$ cat src/rtl/ecap5_dwbspi_engine.sv
// SPI master shift engine: one DATA_WIDTH word per valid/ready handshake, any CPOL/CPHA mode.
// Latency: accept at cycle 0 -> cs_n low at 1, rx_valid pulse at (2*DATA_WIDTH+2)*(cfg_div+1).
// Backpressure: tx_ready_o only in IDLE and in the last HOLD cycle; rx side has none (single pulse).
module ecap5_dwbspi_engine #(
    parameter int DATA_WIDTH = 8
) (
    input  logic                  clk_i,
    input  logic                  rst_i,
    input  logic [7:0]            cfg_div_i,
    input  logic                  cfg_cpol_i,
    input  logic                  cfg_cpha_i,
    input  logic                  cfg_lsb_first_i,
    input  logic                  tx_valid_i,
    output logic                  tx_ready_o,
    input  logic [DATA_WIDTH-1:0] tx_data_i,
    output logic                  rx_valid_o,
    output logic [DATA_WIDTH-1:0] rx_data_o,
    output logic                  busy_o,
    output logic                  sclk_o,
    output logic                  mosi_o,
    output logic                  cs_n_o,
    input  logic                  miso_i
);
    localparam int EDGES = 2 * DATA_WIDTH;
    localparam int ECW   = $clog2(EDGES) + 1;
    localparam logic [ECW-1:0] EDGE_LAST = ECW'(EDGES);
    localparam logic [ECW-1:0] EDGE_ONE  = ECW'(1);

    typedef enum logic [1:0] {S_IDLE, S_SETUP, S_SHIFT, S_HOLD} state_t;

    state_t                r_state;
    logic [7:0]            r_div;
    logic [7:0]            r_div_cnt;
    logic                  r_cpol;
    logic                  r_cpha;
    logic                  r_lsb;
    logic [ECW-1:0]        r_edge_cnt;
    logic [DATA_WIDTH-1:0] r_tx_sr;
    logic [DATA_WIDTH-1:0] r_rx_sr;
    logic [DATA_WIDTH-1:0] r_rx_data;
    logic                  r_rx_valid;
    logic                  r_sclk;
    logic                  r_mosi;
    logic                  r_cs_n;

    logic                  w_tick;
    logic                  w_hold_last;
    logic                  w_ready;
    logic                  w_accept;
    logic [ECW-1:0]        w_next_edge;
    logic                  w_leading;
    logic                  w_do_edge;
    logic                  w_last_next;

    // Bit that leaves the shift register next, honouring the bit order.
    function automatic logic f_out(input logic [DATA_WIDTH-1:0] d, input logic lsb);
        return lsb ? d[0] : d[DATA_WIDTH-1];
    endfunction

    // Drop the bit just sent so the next one sits at the output position.
    function automatic logic [DATA_WIDTH-1:0] f_shift(input logic [DATA_WIDTH-1:0] d, input logic lsb);
        return lsb ? (d >> 1) : (d << 1);
    endfunction

    // Insert a received bit so the finished word has the same bit order as TX.
    function automatic logic [DATA_WIDTH-1:0] f_ins(input logic [DATA_WIDTH-1:0] d, input logic b,
                                                    input logic lsb);
        return lsb ? {b, d[DATA_WIDTH-1:1]} : {d[DATA_WIDTH-2:0], b};
    endfunction

    // The divider wrap marks the end of every half-period.
    assign w_tick      = (r_div_cnt == r_div);
    assign w_hold_last = (r_state == S_HOLD) && w_tick;
    assign w_ready     = rst_i && ((r_state == S_IDLE) || w_hold_last);
    assign w_accept    = tx_valid_i && w_ready;
    assign w_next_edge = r_edge_cnt + EDGE_ONE;
    assign w_leading   = w_next_edge[0];
    // SETUP's wrap produces edge 1; SHIFT's wraps produce the rest until all edges are done.
    assign w_do_edge   = w_tick && ((r_state == S_SETUP) ||
                                    ((r_state == S_SHIFT) && (r_edge_cnt != EDGE_LAST)));
    // rx_valid is registered, so raise it one cycle ahead of the final HOLD cycle.
    assign w_last_next = ((r_state == S_SHIFT) && w_tick && (r_edge_cnt == EDGE_LAST) && (r_div == 8'd0)) ||
                         ((r_state == S_HOLD) && (r_div != 8'd0) && (r_div_cnt == r_div - 8'd1));

    // Frame sequencer: state, counters, shift registers and all registered outputs.
    always_ff @(posedge clk_i or negedge rst_i) begin
        if (!rst_i) begin
            r_state    <= S_IDLE;
            r_div      <= '0;
            r_div_cnt  <= '0;
            r_cpol     <= 1'b0;
            r_cpha     <= 1'b0;
            r_lsb      <= 1'b0;
            r_edge_cnt <= '0;
            r_tx_sr    <= '0;
            r_rx_sr    <= '0;
            r_rx_data  <= '0;
            r_rx_valid <= 1'b0;
            r_sclk     <= 1'b0;
            r_mosi     <= 1'b0;
            r_cs_n     <= 1'b1;
        end else begin
            r_rx_valid <= w_last_next;
            if (w_last_next) begin
                r_rx_data <= r_rx_sr;
            end

            if (r_state != S_IDLE) begin
                r_div_cnt <= w_tick ? 8'd0 : r_div_cnt + 8'd1;
            end

            case (r_state)
                S_IDLE: begin
                    r_sclk    <= cfg_cpol_i;
                    r_cs_n    <= 1'b1;
                    r_mosi    <= 1'b0;
                    r_div_cnt <= '0;
                end
                S_SETUP: begin
                    if (w_tick) begin
                        r_state <= S_SHIFT;
                    end
                end
                S_SHIFT: begin
                    if (w_tick && (r_edge_cnt == EDGE_LAST)) begin
                        r_state <= S_HOLD;
                    end
                end
                S_HOLD: begin
                    if (w_tick) begin
                        r_state <= S_IDLE;
                        r_cs_n  <= 1'b1;
                        r_mosi  <= 1'b0;
                        r_sclk  <= r_cpol;
                    end
                end
                default: r_state <= S_IDLE;
            endcase

            if (w_do_edge) begin
                r_sclk     <= ~r_sclk;
                r_edge_cnt <= w_next_edge;
                if (w_leading == !r_cpha) begin
                    r_rx_sr <= f_ins(r_rx_sr, miso_i, r_lsb);
                end else if (r_cpha || (w_next_edge != EDGE_LAST)) begin
                    r_mosi  <= f_out(r_tx_sr, r_lsb);
                    r_tx_sr <= f_shift(r_tx_sr, r_lsb);
                end
            end

            // Accept overrides the IDLE/HOLD defaults; cs_n stays low on back-to-back words.
            if (w_accept) begin
                r_state    <= S_SETUP;
                r_div      <= cfg_div_i;
                r_cpol     <= cfg_cpol_i;
                r_cpha     <= cfg_cpha_i;
                r_lsb      <= cfg_lsb_first_i;
                r_div_cnt  <= '0;
                r_edge_cnt <= '0;
                r_cs_n     <= 1'b0;
                r_sclk     <= cfg_cpol_i;
                if (cfg_cpha_i) begin
                    r_mosi  <= 1'b0;
                    r_tx_sr <= tx_data_i;
                end else begin
                    r_mosi  <= f_out(tx_data_i, cfg_lsb_first_i);
                    r_tx_sr <= f_shift(tx_data_i, cfg_lsb_first_i);
                end
            end
        end
    end

    assign tx_ready_o = w_ready;
    assign rx_valid_o = r_rx_valid;
    assign rx_data_o  = r_rx_data;
    assign busy_o     = (r_state != S_IDLE);
    assign sclk_o     = r_sclk;
    assign mosi_o     = r_mosi;
    assign cs_n_o     = r_cs_n;

endmodule
$ cat config.mk
export PLATFORM = sky130hd
export DESIGN_NAME = ecap5_dwbspi_engine
export DESIGN_NICKNAME = d
export VERILOG_FILES = /design/src/rtl/ecap5_dwbspi_engine.sv
export SDC_FILE = /design/constraint.sdc
export NUM_CORES = 1
export LEC_CHECK = 0
export ABC_AREA = 1
export CAP_MARGIN = 10
export CORE_MARGIN = 2
export CORE_UTILIZATION = 56
export DETAILED_ROUTE_END_ITERATION = 6
export PLACE_DENSITY = 0.8
export SETUP_SLACK_MARGIN = 0.15
export SLEW_MARGIN = 20
export SYNTH_ARGS = -nofsm -noshare
export SYNTH_HDL_FRONTEND = slang
export SYNTH_SLANG_ARGS = --single-unit
$ cat constraint.sdc
create_clock -name clk_i -period 2.3 [get_ports clk_i]
set_input_delay 0.345 -clock clk_i [delete_from_list [all_inputs] [get_ports clk_i]]
set_output_delay 0.345 -clock clk_i [all_outputs]
set_load 0.005 [all_outputs]
# After elaboration in Yosys (flattened, before gate mapping)
# Cells that the tools add are included.
[totals]
reg_bits = 54
inputBits = 23
elab_cells = 98
[op_classes]
n_addsub = 3
eq_ne = 14
muxes = 35
bitwise = 1
reduce_logical = 31
[ops]
columns = ["cell", "n"]
rows = [
  ["2-to-1 mux 8 bit", 12],
  ["== test 8 bit", 2],
  ["2-to-1 mux 1 bit", 13],
  ["logical AND 1 bit", 11],
  ["2-to-1 mux 5 bit", 2],
  ["inequality test 5 bit, second input constant", 2],
  ["adder 8 x 1 -> 8 bit, second input constant", 1],
  ["zero test 8 bit", 1],
  ["2-to-1 mux 2 bit", 4],
  ["nonzero test 4 bit", 2],
  ["nonzero test 8 bit", 1],
  ["subtractor 8 x 1 -> 8 bit, second input constant", 1],
  ["inequality test 3 bit, second input constant", 2],
  ["one-hot mux 1 bit (2 select lines)", 3],
  ["one-hot mux 2 bit (3 select lines)", 1],
  ["AND reduction 2 bit", 3],
  ["nonzero test 2 bit", 3],
  ["nonzero test 3 bit", 2],
  ["adder 5 x 1 -> 5 bit, second input constant", 1],
  ["== test 5 bit, second input constant", 1],
  ["== test 2 bit, second input constant", 2],
  ["logical OR 1 bit", 4],
  ["inequality test 4 bit, second input constant", 1],
  ["AND reduction 4 bit", 1],
  ["8 further kinds", 8],
]

# Longest topological paths before layout
[depth]
depth_word = 7
mapped_depth = 12

# Worst setup path before layout
# Ideal clock, no wire load.
[synth_path]
path_type = "register -> register"
start = "register r_edge_cnt[0]"
end = "register r_tx_sr[6]"
t_arrival_ps = 1568
required_time_ps = 2170
path_slack_ps = 601
stages_incl_launch_ff = 13
synth_period_minus_slack_ps = 1699
cell_sequence = "dfrtp_1 > inv_1 > ha_1 > nand3_1 > nand2_1 > nand2_1 > nand3_4 > nor2_8 > inv_2 > nand2_2 > inv_2 > nand2_1 > nand3_1"
[synth_via]
elab_chain_len = 6
word_cells_on_any_way = 12
classes_between = "add/sub: 1; eq/ne: 4; reduce/logical: 7"
[synth_rtl]
columns = ["item", "line_no", "rtl"]
rows = [
  ["start, declared", "37", "logic [ECW-1:0] r_edge_cnt;"],
  ["start signal, assigned", "142", "r_edge_cnt <= w_next_edge;"],
  ["parallel branches: the longest is 5 deep, another holds adder 5 x 1 -> 5 bit", "--", ""],
  ["AND reduction 3 bit (no source line) *", "--", ""],
  ["end signal, assigned", "147", "r_tx_sr <= f_shift(r_tx_sr, r_lsb);"],
  ["end signal, assigned", "164", "r_tx_sr <= tx_data_i;"],
  ["end signal, assigned", "167", "r_tx_sr <= f_shift(tx_data_i, cfg_lsb_first_i);"],
  ["end, declared", "38", "logic [DATA_WIDTH-1:0] r_tx_sr;"],
]
# Mark *: on every way between the ends.
# A chain may end at the register's enable or synchronous reset.

# Worst setup path in the final report
[layout_path]
start = "register r_div[6]"
end = "output tx_ready_o"
[layout_via]
elab_chain_len = 4
[layout_rtl]
columns = ["item", "line_no", "rtl"]
rows = [
  ["start, declared", "32", "logic [7:0] r_div;"],
  ["start signal, assigned", "154", "r_div <= cfg_div_i;"],
  ["== test 8 bit", "72", "assign w_tick = (r_div_cnt == r_div);"],
  ["logical AND 1 bit", "73", "assign w_hold_last = (r_state == S_HOLD) && w_tick;"],
  ["logical OR 1 bit", "74", "assign w_ready = rst_i && ((r_state == S_IDLE) || w_hold_last);"],
  ["logical AND 1 bit", "74", ""],
  ["end, declared", "14", "output logic tx_ready_o,"],
]
# No other way between the ends.

==> summary.txt <==
Outcome
  – Status: finished clean

Floorplan
  – Die Width: 80.2 µm
  – Die span in y: 80.2 µm
  – IO Pins: 37
  – Initial core utilization: 58.3%
  – Overall die area: 6430 µm²
  – Core box area: 5570 µm²
  – Row cnt: 27

Finish
  – Number of antenna cells inserted: 0
  – Share of layout cells above drive strength 1: 9.41%
  – Filler Cells Inserted: 471
  – Most common library cell in the layout ignoring fill and taps: sky130_fd_sc_hd__nand2_1
  – Final instance count without filler cells: 550
  – Final #Nets: 512
  – Area overhead of the layout relative to synthesis: 17.7%
  – Commonest cells after routing, fill and taps aside: 140 x sky130_fd_sc_hd__nand2_1, 51 x sky130_fd_sc_hd__dfrtp_1, 48 x sky130_fd_sc_hd__inv_1

Logic synthesis
  – Top area cells in the synthesized netlist: sky130_fd_sc_hd__dfrtp_1 41%, sky130_fd_sc_hd__nand2_1 16%, sky130_fd_sc_hd__nand3_1 5.7%
  – Instance count of the mapped netlist: 433
  – Post-synthesis register bit count: 54
  – Post-synthesis net count: 468
  – Proportion of synthesized chip area in sequential cells: 41.6%
  – Area share of the largest cell type after synthesis: 40.8%
  – Number of distinct library cells after synthesis: 29
  – Mapped cell area: 3250 µm²
  – Leading area contributor after synthesis: sky130_fd_sc_hd__dfrtp_1
  – Yosys warning count: 0
  – Mean cell area of the mapped netlist: 7.51 µm²

Worst setup path
  – Type of the worst setup path: flip-flop to primary output
  – Data arrival at the endpoint of the critical path: 1.78 ns
  – Cell with the largest stage delay on the worst path: sky130_fd_sc_hd__dfrtp_1
  – R2R cell count: 12
  – Max Fanout on Critical Path: 3
  – Critical path startpoint category: flip-flop
  – Data required time of the critical path: 1.96 ns
  – Crit path largest cell delay: 0.42 ns
  – Critical Path Most Common Cell: sky130_fd_sc_hd__nand2_1
  – Cell-by-cell listing of the critical path: inv_1 > nand2_1 > nand2_1 > nand2_1 > nor2_4 > nand3_2 > nand2_2 > inv_1 > nor2_1 > dlygate4sd2_1
  – Crit end category: primary output

Global route
  – Number of antenna violations at the first check in global routing: 0
  – Number of global-route vias before repair: 2753
  – Maximum number of pins on one net before global-route repair: 42
  – GRT Overall Usage: 23.9%
  – Total global routing overflow: 0
  – First-pass GRT wire length: 12.1 mm

Clock tree
  – TritonCTS clock tree: yes
  – Clk pin slew, worst setup/hold paths: 0.12 ns
  – Library cell used as clock root buffer: sky130_fd_sc_hd__clkbuf_8
  – Maximum level of the CTS H-tree: 2
  – Insertion delay to the later sink of the worst-skew pair: 0.33 ns
  – CTS buffer count: 5
  – CTS Sinks: 54
  – Worst-case clock buffer depth: 2

Flow run
  – Number of maximum-capacitance violations: 0

Timing
  – Hold violation total from the final report: 0
  – Max Slew Vio Count: 0
  – F_max: 470 MHz
  – Share of the clock period used by the worst path: 92.4%
  – Min Clock Period, post-route: 2.13 ns
  – Pin slew with the least headroom to its limit: 0.517 ns
  – Final setup vio count: 0
  – RSZ-0062 raised after global routing: yes
  – Max-slew headroom: 65.5%
  – Clk_skew: 0.0133 ns
  – Setup_tns: 0 ns
  – Final hold slack: 0.490 ns

Route
  – Antenna violation net count after detailed routing: 0
  – Post-detailed-routing wire length: 7.02 mm
  – DRC viols: 0
  – Via density per instance: 5.23
  – Drt first-iter violations: 132
  – Vias: 2874
  – Average detailed-routed wire length per instance: 12.8 µm
  – 1st-pass router iterations: 5

Min path
  – Hold Path Depth: 2
  – Tightest Hold Check Type: flip-flop to flip-flop

Pwr
  – Leak pwr: 1.88 nW
  – Areal power density over the cells: 1010 nW/µm²
  – Worst IR Drop VDD: 0.522 mV

Placed design
  – Port Buf Inserts: 36
  – Number of instances in the placed design: 536
  – HPWL reported at the end of detailed placement: 5.20 mm
  – RD Place Congestion: 0.877
-- cells in the mapped netlist, drive strengths merged --
cell,instances
o211ai,11
nand3,41
xor2,11
xnor2,4
o21ai,37
nor3,5
inv,55
ha,12
o311ai,1
nor2,34
buf,5
clkbuf,5
a21oi,2
nand2,145
nand4,3
dfrtp,53
a31oi,8
dfstp,1
-- final cells by class --
class                           count  area, µm²  share of cell area, %
Sequential cell                    54       1360                   35.4
Inverter                           55        206                   5.39
Timing Repair Buffer               47        439                   11.5
Clock inverter                      3       28.8                  0.752
Clock buffer                        5       68.8                   1.80
Tap cell                           72       90.1                   2.35
Multi-Input combinational cell    314       1640                   42.8
-- per-layer routing --
layer | global-route usage, % | up-vias | wire length (µm)
met5 | 0 | - | 0
met4 | 6.61 | 0 | 45
met3 | 4.61 | 6 | 269
met2 | 41.4 | 69 | 3450
met1 | 30.5 | 1332 | 3260
li1 | - | 1467 | -
-- worst paths after layout --
path	startpoint	to	slack (ns)
setup reg to reg	r_edge_cnt[0]	r_tx_sr[6]	0.34
hold reg to reg	r_cpol	r_cpol	0.49
setup / recovery	r_div[6]	tx_ready_o	0.17
hold / removal	r_cpol	r_cpol	0.49
max in group asynchronous	rst_i	cs_n_o	0.98
min in group asynchronous	rst_i	r_tx_sr[3]	0.54
-- stage by stage --
| step | util (%) | power [mW] | area (µm²) | setup slack [ns] |
|---|---|---|---|---|
| after floorplan | - | 2.75 | 3250 | 0.601 |
| after global placement | 66.0 | 3.17 | 3680 | 0.254 |
| after detailed placement | 66.0 | 3.22 | 3680 | 0.201 |
| after CTS | 68.4 | 3.85 | 3810 | 0.159 |
| after global routing | 68.7 | 4.21 | 3830 | 0.0662 |
| final | 68.7 | 3.86 | 3830 | 0.174 |
-- kinds of logic (layout without fill, tap and decap cells) --
kind of cell    count (synthesis)  count (layout)  synth area share, %
fa+ha+maj                      12              12                 4.62
flops                          54              54                 41.6
buf+inv                        65             110                 8.12
compound gates                 59              59                 10.4
xor+xnor                       15              15                 4.04
simple gates                  228             228                 31.3
-- what timing repair did --
| item | in CTS | in global routing |
|---|---|---|
| pin swaps | 2 | 0 |
| hold buffers | 1 | 0 |
| endpoints found under the setup margin | 1 | 12 |
| setup buffers | 4 | 1 |
| endpoints found under the hold margin | 13 | 0 |
| resized for setup | 1 | 5 |
-- critical path, delay by kind of cell (launching register included) --
family	cells	cell delay, ns
AND/OR/NAND/NOR	7	0.65
flip-flops	1	0.42
buffers and inverters	3	0.39
-- sequential cells by signal (all words and copies together) (netlist names), 2 cells and up --
register / flops
r_div_cnt: 8
r_rx_sr: 8
r_state: 2
r_div: 8
rx_data_o: 8
r_edge_cnt: 5
r_tx_sr: 8
-- where the power goes --
| group | switching, mW | internal (mW) |
|---|---|---|
| Clock | 0.365 | 0.229 |
| Combinational | 1.06 | 0.706 |
| Sequential | 0.259 | 1.24 |
| Total | 1.68 | 2.18 |
Note: power is estimated with default switching activity, not from simulation.
